[src/rtl/ring_nic_q.sv]
// Ring network interface: a CPU-facing register port bridging two small FIFOs.
// The input queue (IQ) carries router-to-CPU packets; the output queue (OQ) carries CPU-to-router packets.
module ring_nic_q #(
  parameter int WIDTH = 64,
  parameter int DEPTH = 2
) (
  input  logic             clk,
  input  logic             reset,
  input  logic [1:0]       addr,
  input  logic [WIDTH-1:0] d_in,
  input  logic             nicEn,
  input  logic             nicWrEn,
  output logic [WIDTH-1:0] d_out,
  input  logic             net_polarity,
  input  logic             net_ro,
  output logic             net_so,
  output logic [WIDTH-1:0] net_do,
  input  logic             net_si,
  output logic             net_ri,
  input  logic [WIDTH-1:0] net_di
);

  localparam int PW = (DEPTH > 1) ? $clog2(DEPTH) : 1;
  localparam int CW = $clog2(DEPTH + 1);

  logic [WIDTH-1:0] iq_mem [DEPTH];
  logic [WIDTH-1:0] oq_mem [DEPTH];
  logic [PW-1:0]    iq_rd, iq_wr, oq_rd, oq_wr;
  logic [CW-1:0]    iq_cnt, oq_cnt;
  logic             ovf;

  logic iq_full, iq_empty, oq_full, oq_empty;
  logic cpu_rd, cpu_wr;
  logic iq_push, iq_pop, oq_push, oq_pop, ovf_set, ovf_clr;

  assign iq_full  = (iq_cnt == CW'(DEPTH));
  assign iq_empty = (iq_cnt == '0);
  assign oq_full  = (oq_cnt == CW'(DEPTH));
  assign oq_empty = (oq_cnt == '0);

  assign cpu_rd = nicEn && !nicWrEn;
  assign cpu_wr = nicEn && nicWrEn;

  // Accept decisions use only pre-edge counts, so net_ri never depends on net_si.
  assign net_ri  = !reset && !iq_full;
  assign iq_push = net_si && net_ri;
  assign iq_pop  = cpu_rd && (addr == 2'b00) && !iq_empty;

  assign net_do  = oq_mem[oq_rd];
  assign net_so  = !reset && !oq_empty && net_ro && (net_do[WIDTH-1] == net_polarity);
  assign oq_pop  = net_so;
  assign oq_push = cpu_wr && (addr == 2'b10) && !oq_full;
  assign ovf_set = cpu_wr && (addr == 2'b10) && oq_full;
  assign ovf_clr = cpu_rd && (addr == 2'b11);

  always_comb begin
    d_out = '0;
    if (!reset && cpu_rd) begin
      case (addr)
        2'b00: if (!iq_empty) d_out = iq_mem[iq_rd];
        2'b01: d_out[1:0] = {ovf, !iq_empty};
        2'b11: d_out[0] = oq_full;
        default: d_out = '0;
      endcase
    end
  end

  // Packet storage is not reset; only pointers, counts and the flag are.
  always_ff @(posedge clk) begin
    if (iq_push) iq_mem[iq_wr] <= net_di;
    if (oq_push) oq_mem[oq_wr] <= d_in;
  end

  always_ff @(posedge clk or posedge reset) begin
    if (reset) begin
      iq_rd  <= '0;
      iq_wr  <= '0;
      iq_cnt <= '0;
      oq_rd  <= '0;
      oq_wr  <= '0;
      oq_cnt <= '0;
      ovf    <= 1'b0;
    end else begin
      if (iq_push) iq_wr <= iq_wr + 1'b1;
      if (iq_pop)  iq_rd <= iq_rd + 1'b1;
      if (iq_push && !iq_pop)      iq_cnt <= iq_cnt + 1'b1;
      else if (!iq_push && iq_pop) iq_cnt <= iq_cnt - 1'b1;

      if (oq_push) oq_wr <= oq_wr + 1'b1;
      if (oq_pop)  oq_rd <= oq_rd + 1'b1;
      if (oq_push && !oq_pop)      oq_cnt <= oq_cnt + 1'b1;
      else if (!oq_push && oq_pop) oq_cnt <= oq_cnt - 1'b1;

      if (ovf_set)      ovf <= 1'b1;
      else if (ovf_clr) ovf <= 1'b0;
    end
  end

endmodule

[config.mk]
export PLATFORM = sky130hd
export DESIGN_NAME = ring_nic_q
export DESIGN_NICKNAME = d
export VERILOG_FILES = /design/src/rtl/ring_nic_q.sv
export SDC_FILE = /design/constraint.sdc
export NUM_CORES = 1
export LEC_CHECK = 0
export BUFFER_PORTS_ARGS = -buffer_cell sky130_fd_sc_hd__buf_2
export CORE_ASPECT_RATIO = 0.75
export CORE_MARGIN = 2
export CORE_UTILIZATION = 45
export CTS_CLUSTER_SIZE = 16
export DETAILED_ROUTE_END_ITERATION = 12
export PLACE_DENSITY = 0.72
export SYNTH_ARGS = -nofsm -noshare
export SYNTH_HDL_FRONTEND = slang
export SYNTH_SLANG_ARGS = --single-unit
[constraint.sdc]
create_clock -name clk -period 9.18 [get_ports clk]
set_clock_uncertainty 0.05 [all_clocks]
set_input_delay 1.836 -clock clk [delete_from_list [all_inputs] [get_ports clk]]
set_output_delay 1.836 -clock clk [all_outputs]
set_load 0.01 [all_outputs]
# [Yosys cells after proc, flatten, opt, wreduce, memory -nomap -nowiden]
# Memory sizes are Yosys's and may differ from the RTL's.
# Index checks and enable logic that the tools add are counted.
[word_totals] regBits=9 latchBits=0 mem_bits_rw=256 mem_bits_ro=0 word_cells=72 mem_count=2
[op_classes] add_sub_neg=8 mul=0 n_div=0 order_cmp=0 n_eq_ne=6 shifts=0 n_mux=15 bitwise_logic=0 n_reduce_logical=34
[mem_list] name="iq_mem" words=2 width=64 read_ports=1 rd_ports_with_merged_regs=0 wr=1 line_no="26" rtl="logic [WIDTH-1:0] iq_mem [DEPTH];"
[mem_list] name="oq_mem" words=2 width=64 read_ports=1 rd_ports_with_merged_regs=0 wr=1 line_no="27" rtl="logic [WIDTH-1:0] oq_mem [DEPTH];"
[op_table] operator="$mux W64" n=2
[op_table] operator="$mux W62" n=1
[op_table] operator="$logic_and A1 B1 Y1" n=18
[op_table] operator="$logic_not A1 Y1" n=10
[op_table] operator="$eq A2 B2 Y1 const B" n=4
[op_table] operator="$mux W2" n=4
[op_table] operator="$logic_not A2 Y1" n=3
[op_table] operator="$mux W1" n=6
[op_table] operator="$reduce_bool A2 Y1" n=3
[op_table] operator="$add A1 B1 Y1 const B" n=4
[op_table] operator="$add A2 B1 Y2 const B" n=2
[op_table] operator="$sub A2 B1 Y2 const B" n=2
[op_table] operator="$pmux W1 S3" n=1
[op_table] operator="$eq A2 B1 Y1 const B" n=1
[op_table] operator="$pmux W1 S2" n=1
[op_table] operator="$eq A1 B1 Y1" n=1

# [Logic depth before layout (Yosys ltp)]
# Gate-level depths: netlist of run 1.
[logic_depth] depth_word=8 ltp_mapped=8 ltp_nobuf=8

# [Least setup slack after synthesis of run 1]
# OpenSTA, ideal clock, no wires.
[synth_path] path_kind="input port to flip-flop" startpoint="in addr[1]" endpoint="mem oq_mem[0][0] (enable)" arrival_ns=8.126 required_time_ns=8.485 slack_ns=0.360 cell_stages=3 path_buffers=1 path_cell_list="buf_4 nand3_1 nor4_1"
[synth_between] elab_chain_len=5
[synth_lines] item="start, declared" line_no="9" rtl="input logic [1:0] addr,"
[synth_lines] item="$eq A2 B2 Y1" line_no="52" rtl="assign oq_push = cpu_wr && (addr == 2'b10) && !oq_full;"
[synth_lines] item="$logic_and A1 B1 Y1 (2 in series)" line_no="52"
[synth_lines] item="$mux W1" line_no="71" rtl="if (oq_push) oq_mem[oq_wr] <= d_in;"
[synth_lines] item="$mux W1 (implied by the code)" line_no="71"
[synth_lines] item="end, declared" line_no="27"
# Every way passes these cells.

# [Worst setup path after layout of run 1]
[layout_path] startpoint="in nicWrEn" endpoint="out d_out[33]"
[layout_between] elab_chain_len=4
[layout_lines] item="start, declared" line_no="12" rtl="input logic nicWrEn,"
[layout_lines] item="$logic_not A1 Y1" line_no="41" rtl="assign cpu_rd = nicEn && !nicWrEn;"
[layout_lines] item="$logic_and A1 B1 Y1" line_no="41"
[layout_lines] item="$logic_and A1 B1 Y1" line_no="58" rtl="if (!reset && cpu_rd) begin"
[layout_lines] item="$mux W64" line_no="58"
[layout_lines] item="end, declared" line_no="13" rtl="output logic [WIDTH-1:0] d_out,"
# Every way passes these cells.

==> results.txt, run 1 <==
Area Overhead vs Synth: 24.5%
VDD IR max: 0.193 mV
post-layout util: 56.6%
crit path max fanout: 62
metal3 WL: 2.13 mm
RSZ-0062 raised after global routing: no
Num CTS Buffers: 26
clock-pin slew on the worst setup and hold paths: 0.06 ns
clk_lat worst skew: 0.52 ns
Syn Area/Cell: 19.0 um^2
Max H-tree Level: 1
DR vias/cell: 4.80
largest net degree at the start of global routing: 66
worst-path cell chain: buf_2, nand2b_1, nor2_1, nand2_2, buf_4, nor2_1, buf_2
WP buf/inv: 3
post-route ant nets: 0
minimum clock period: 4.89 ns
EDFF count, synth: 256
drt initial violations: 287
Clock Path Buffers: 3
root buffer cell: clkbuf_16
critical path's largest stage delay: 0.47 ns
dpl hpwl: 12.0 mm
# resized after CTS: 0
Die ar.: 23400 um^2
Die H: 133 um
GPL Wtd Cong: 0.728
Crit. End Element: primary output
mapped cell area: 9970 um^2
post-route clock period utilization: 53.3%
Vias: 5371
layout cells sized above 1: 46.2%
CTS tree: done
Initial Utilization: 45.5%
Worst EP required: 7.29 ns
most common cell in the netlist: edfxtp_1
# clock sinks: 265
DRC: 0
CP top delay family: buffers and inverters
sum of routed wire length over all layers: 18.6 mm
Cell Rows: 47
status: complete, no violations
Metal-1 WL: 7.75 mm
gr ovfl total: 0
Synth Warn #: 0
Startpoint Class: input pin
Core Area: 21900 um^2
Slew Limit Fails: 0
# setup viols final: 0
cell taking the most area after synthesis: edfxtp_1
Slew headroom: 30.6%
async set-reset flop share out of synthesis: 3.40%
top cell type's share of synthesized area: 77.1%
I/O pin cnt: 267
Static Leak: 4.85 nW
FILL cells: 1723
nets: 943
top sig layer: met5
Avg WL per Cell: 16.6 um
P per Cell Area: 254 nW/um^2
dominant synthesized flop cell: edfxtp_1
Setup Crit Path Kind: input pin to primary output
Max Cap Violations: 0
Seq cells post-synth: 265
vias in the first global route: 5313
final hold vios: 0
total power: 3.16 mW
Seq/Total Area, Yosys: 79.4%
cell count after synthesis: 524
Post-synth top cells: 256 x edfxtp_1, 67 x nor2_1, 65 x mux2_2, 63 x mux2i_1, 14 x buf_2
Port Buffer Count: 266
Synth cell types: 30
slew at the pin closest to its max-slew limit: 1.04 ns
first-pass GRT wire length: 28.1 mm
initial antenna violation count: 4
Syn Nets: 663
Critical-path top delay cell: buf_4
Max Clk Rate: 204 MHz
Routed met2 length: 8.36 mm
CP Data Arrival Time: 3.00 ns
top post-synthesis cells by area: edfxtp_1 77%, mux2_2 7.3%, mux2i_1 6.3%
TNS Setup: 0 ns
CTS hold repair buffers: 0
GRT Overall Usage: 15.3%
Post-CTS Setup Repair Bufs: 0
die width: 176 um
DRT Pass-1 Iters: 5
HP Class: register to register
final cells by class:
cell class	count	area, um^2	area share [%]
Inverter	4	15.0	0.121
Multi-Input combinational cell	234	1910	15.4
Antenna cell	3	7.51	0.0605
Clock inverter	13	110	0.887
Timing Repair Buffer	273	1380	11.1
Tap cell	294	368	2.96
Clock buffer	34	702	5.65
Sequential cell	265	7920	63.8
worst reg2reg max path: cells and delay by family (launching register included):
kind          cells  cell delay (ns)
simple gates      2             0.31
fa+ha+maj         1             0.32
xor+xnor          2             0.31
buf+inv           2             0.71
flops             1             0.34
mux               1             0.45
cell families after synthesis:
logic type,synth area share [%]
adders and majority gates,0.251
muxes,13.7
AOI/OAI and AO/OA,0.439
DFF,79.4
and+or+nand+nor,3.71
xor gates and xnor gates,0.966
buffers and inverters,1.61
worst paths after layout:
| kind | end | startpoint | cells past startpoint | slack (ns) |
|---|---|---|---|---|
| min in group asynchronous | oq_cnt[1] | reset | 2 | 1.28 |
| worst max register to register | oq_cnt[1] | oq_rd | 8 | 6.62 |
| worst min-delay path | oq_cnt[1] | oq_cnt[1] | 1 | 0.44 |
| worst min register to register | oq_cnt[1] | oq_cnt[1] | 1 | 0.44 |
| max in group asynchronous | iq_rd | reset | 2 | 7.47 |
| worst max-delay path | d_out[33] | nicWrEn | 7 | 4.29 |
sequential cells by signal, summed over array words and instances (netlist names):
register / cells
oq_mem: 128
oq_cnt: 2
iq_cnt: 2
ovf: 1
oq_rd: 1
iq_wr: 1
iq_mem: 128
iq_rd: 1
oq_wr: 1
stage by stage:
stage	hold WS (ns)	cell area [um^2]	setup slack, ns	instances
after floorplan	0.406	9970	0.360	524
after global placement	0.422	11600	4.33	1070
after detailed placement	0.432	11600	4.28	1070
after CTS	0.445	12400	4.28	1117
after global routing	0.464	12400	4.16	1117
final	0.440	12400	4.29	1120
placed cells by master, fill, tap and decap left out, types with 2 or more instances in the layout:
cell type / instances
buf_2: 266
edfxtp_1: 256
nor2_1: 66
mux2_2: 65
mux2i_1: 63
clkbuf_16: 27
xor2_1: 7
clkinv_1: 7
clkbuf_1: 7
dfrtp_1: 7
buf_4: 7
nand2_1: 5
inv_1: 4
xnor2_1: 4
diode_2: 3
nor3_1: 3
clkinv_2: 3
nor2b_1: 2
ha_1: 2
bufinv_16: 2
layer usage:
metal	track usage [%]	vias up
met4	3.86	2
met5	0	-
met2	24.2	213
li1	-	2567
met3	7.01	30
met1	19.2	2559
report_power, final:
group          switching [mW]  internal (mW)
combinational           0.361          0.305
clock                   0.410          0.592
sequential             0.0402           1.45
total                   0.812           2.35
Note: power is estimated with default switching activity, not from simulation.
==> inputs of run 2 (changes only) <==
==> constraint.sdc (replaced) <==
create_clock -name clk -period 4.61 [get_ports clk]
set_clock_uncertainty 0.05 [all_clocks]
set_input_delay 0.922 -clock clk [delete_from_list [all_inputs] [get_ports clk]]
set_output_delay 0.922 -clock clk [all_outputs]
set_load 0.01 [all_outputs]
==> run 2 against run 1 <==
Effect of this change: sequential share of layout area down 0.34 points; via count grew 1.8%; final area up 0.54%; die area unchanged; sequential cell count did not move; cell count is 0.54% higher; first-iteration DRC count fell by 5.2%; combinational power rose by 85%; highest routed layer is now met4.
==> results.txt, run 2 (synthesis gave the netlist of run 1 again) <==
post-route ant nets: 0 (unchanged)
drt initial violations: 272 (was 287)
commonest non-fill, non-tap cell in the layout: buf_2 (unchanged)
clk_lat worst skew: 0.51 ns (was 0.52 ns)
# clock sinks: 265 (unchanged)
I/O pin cnt: 267 (unchanged)
dpl cells: 1074 (was 1070)
FF-to-FF End: oq_cnt[1] (unchanged)
HP Class: input pin to async pin (was register to register)
post-layout util: 56.9% (was 56.6%)
total power: 6.34 mW (was 3.16 mW)
crit path from: iq_cnt[0] (was nicWrEn)
Gate power share: 19.4% (was 21.1%)
largest net degree at the start of global routing: 65 (was 66)
initial antenna violation count: 2 (was 4)
CTS hold repair buffers: 0 (unchanged)
clock-pin slew on the worst setup and hold paths: 0.06 ns (about the same)
GPL Wtd Cong: 0.765 (was 0.728)
sum of routed wire length over all layers: 19.6 mm (was 18.6 mm)
pre-CTS setup slack: 1.15 ns (was 4.28 ns)
Layout Cells excl Fill: 1126 (was 1120)
GRT Overall Usage: 16.6% (was 15.3%)
Cell Rows: 47 (unchanged)
Slew headroom: 38.7% (was 30.6%)
die width: 176 um (unchanged)
commonest non-fill, non-tap cells in the layout: 266 x buf_2, 256 x edfxtp_1, 66 x nor2_1 (unchanged)
final hold vios: 0 (unchanged)
FILL cells: 1737 (was 1723)
DRT Pass-1 Iters: 4 (was 5)
met2 usage in global routing: 27.0% (was 24.2%)
Psw: 1.66 mW (was 0.812 mW)
Setup Crit Path Kind: register to primary output (was input pin to primary output)
nets: 948 (was 943)
DRC: 0 (unchanged)
status: complete, no violations (unchanged)
Clock Path Buffers: 3 (unchanged)
biggest regs: iq_mem (128), oq_mem (128) (unchanged)
Static Leak: 4.88 nW (was 4.85 nW)
slew at the pin closest to its max-slew limit: 0.920 ns (was 1.04 ns)
Startpoint Class: register (was input pin)
Num CTS Buffers: 27 (was 26)
sw frac: 26.2% (was 25.7%)
Slew Limit Fails: 0 (unchanged)
root buffer cell: clkbuf_16 (unchanged)
Most Crowded Layer GR: met2 (unchanged)
vias in the first global route: 5572 (was 5313)
Int Pwr: 4.68 mW (was 2.35 mW)
dpl cell area: 11600 um^2 (about the same)
hold slack final: 0.381 ns (was 0.440 ns)
Worst R2R Setup Slack: 2.15 ns (was 6.62 ns)
met3 Use GR: 3.97% (was 7.01%)
VDD IR max: 0.363 mV (was 0.193 mV)
Die H: 133 um (unchanged)
Post-CTS Setup Repair Bufs: 0 (unchanged)
dpl hpwl: 13.3 mm (was 12.0 mm)
Initial Utilization: 45.5% (unchanged)
RSZ-0062 raised after global routing: no (unchanged)
TNS Setup: 0 ns (unchanged)
# resized after CTS: 0 (unchanged)
layout cells sized above 1: 46.6% (was 46.2%)
CP Capture Point: d_out[56] (was d_out[33])
Avg WL per Cell: 17.4 um (was 16.6 um)
routing usage on met1: 21.9% (was 19.2%)
# setup viols final: 0 (unchanged)
Reg-to-Reg Start: oq_rd (unchanged)
Die ar.: 23400 um^2 (unchanged)
Port Buffer Count: 266 (unchanged)
gr ovfl total: 0 (unchanged)
Clock power frac: 31.8% (was 31.7%)
DR vias/cell: 4.86 (was 4.80)
first-pass GRT wire length: 30.1 mm (was 28.1 mm)
Max Clk Rate: 288 MHz
Vias: 5468 (was 5371)
CTS tree: done (unchanged)
Area Overhead vs Synth: 25.2% (was 24.5%)
Max Cap Violations: 0 (unchanged)
Max H-tree Level: 1 (unchanged)
Worst EP required: 3.64 ns (was 7.29 ns)
P per Cell Area: 508 nW/um^2 (was 254 nW/um^2)
post-route clock period utilization: 75.2%
Crit. End Element: primary output (unchanged)
Final Cell Area: 12500 um^2 (was 12400 um^2)
CP Data Arrival Time: 2.50 ns (was 3.00 ns)
minimum clock period: 3.47 ns
crit path max fanout: 35 (was 62)
Core Area: 21900 um^2 (unchanged)
Flop pwr share: 48.8% (was 47.2%)
Worst R2R Path Depth: 7 (was 8)
Final WS setup: 1.14 ns (was 4.29 ns)
run 2: changes by cell type in the layout (fill, tap and decap cells not counted), sizes merged:
| cell | change |
|---|---|
| clkinv | +3 |
| buf | +4 |
| clkbuf | -2 |
| clkinvlp | +1 |
run 2: worst min-delay path by stage:
stage	endpoint	slack (ns)	cells after the start
finish	ovf	0.38	2
global placement	oq_cnt[1]	0.42	1
CTS	ovf	0.37	2
floorplan	oq_cnt[1]	0.41	1
global route	ovf	0.39	2
detailed placement	oq_cnt[1]	0.44	1
run 2: final cells by class:
class,instances,area [um^2],area share [%]
diodes,3,7.51,0.0601
clock buffers,32,694,5.56
clock inverters,17,134,1.07
inverters,4,15.0,0.120
multi-input cells,234,1920,15.4
flip-flops and latches,265,7920,63.4
well taps,294,368,2.95
repair buffers,277,1430,11.4
run 2: power by group through the flow:
stage                     Sequential (mW)  Clock, mW  Combinational [mW]
after floorplan                      3.00          0               0.948
after global placement               3.14          0                1.24
after detailed placement             3.15          0                1.24
after CTS                            3.10       2.08                1.25
after global routing                 3.13       2.16                1.32
final                                3.10       2.02                1.23
run 2: routing by layer:
| metal | vias to the layer above | routed length, um |
|---|---|---|
| met5 | - | 0 |
| met1 | 2678 | 8300 |
| met4 | 0 | 641 |
| met3 | 46 | 1130 |
| li1 | 2573 | - |
| met2 | 171 | 9560 |
run 2: worst max-delay path, stage by stage, from the launching register on:
cell     delay [ns]
dfrtp_1        0.44
nor2_1         0.29
nor3_4         0.07
nand2_2        0.44
buf_4          0.44
nor2_1         0.11
buf_2          0.15
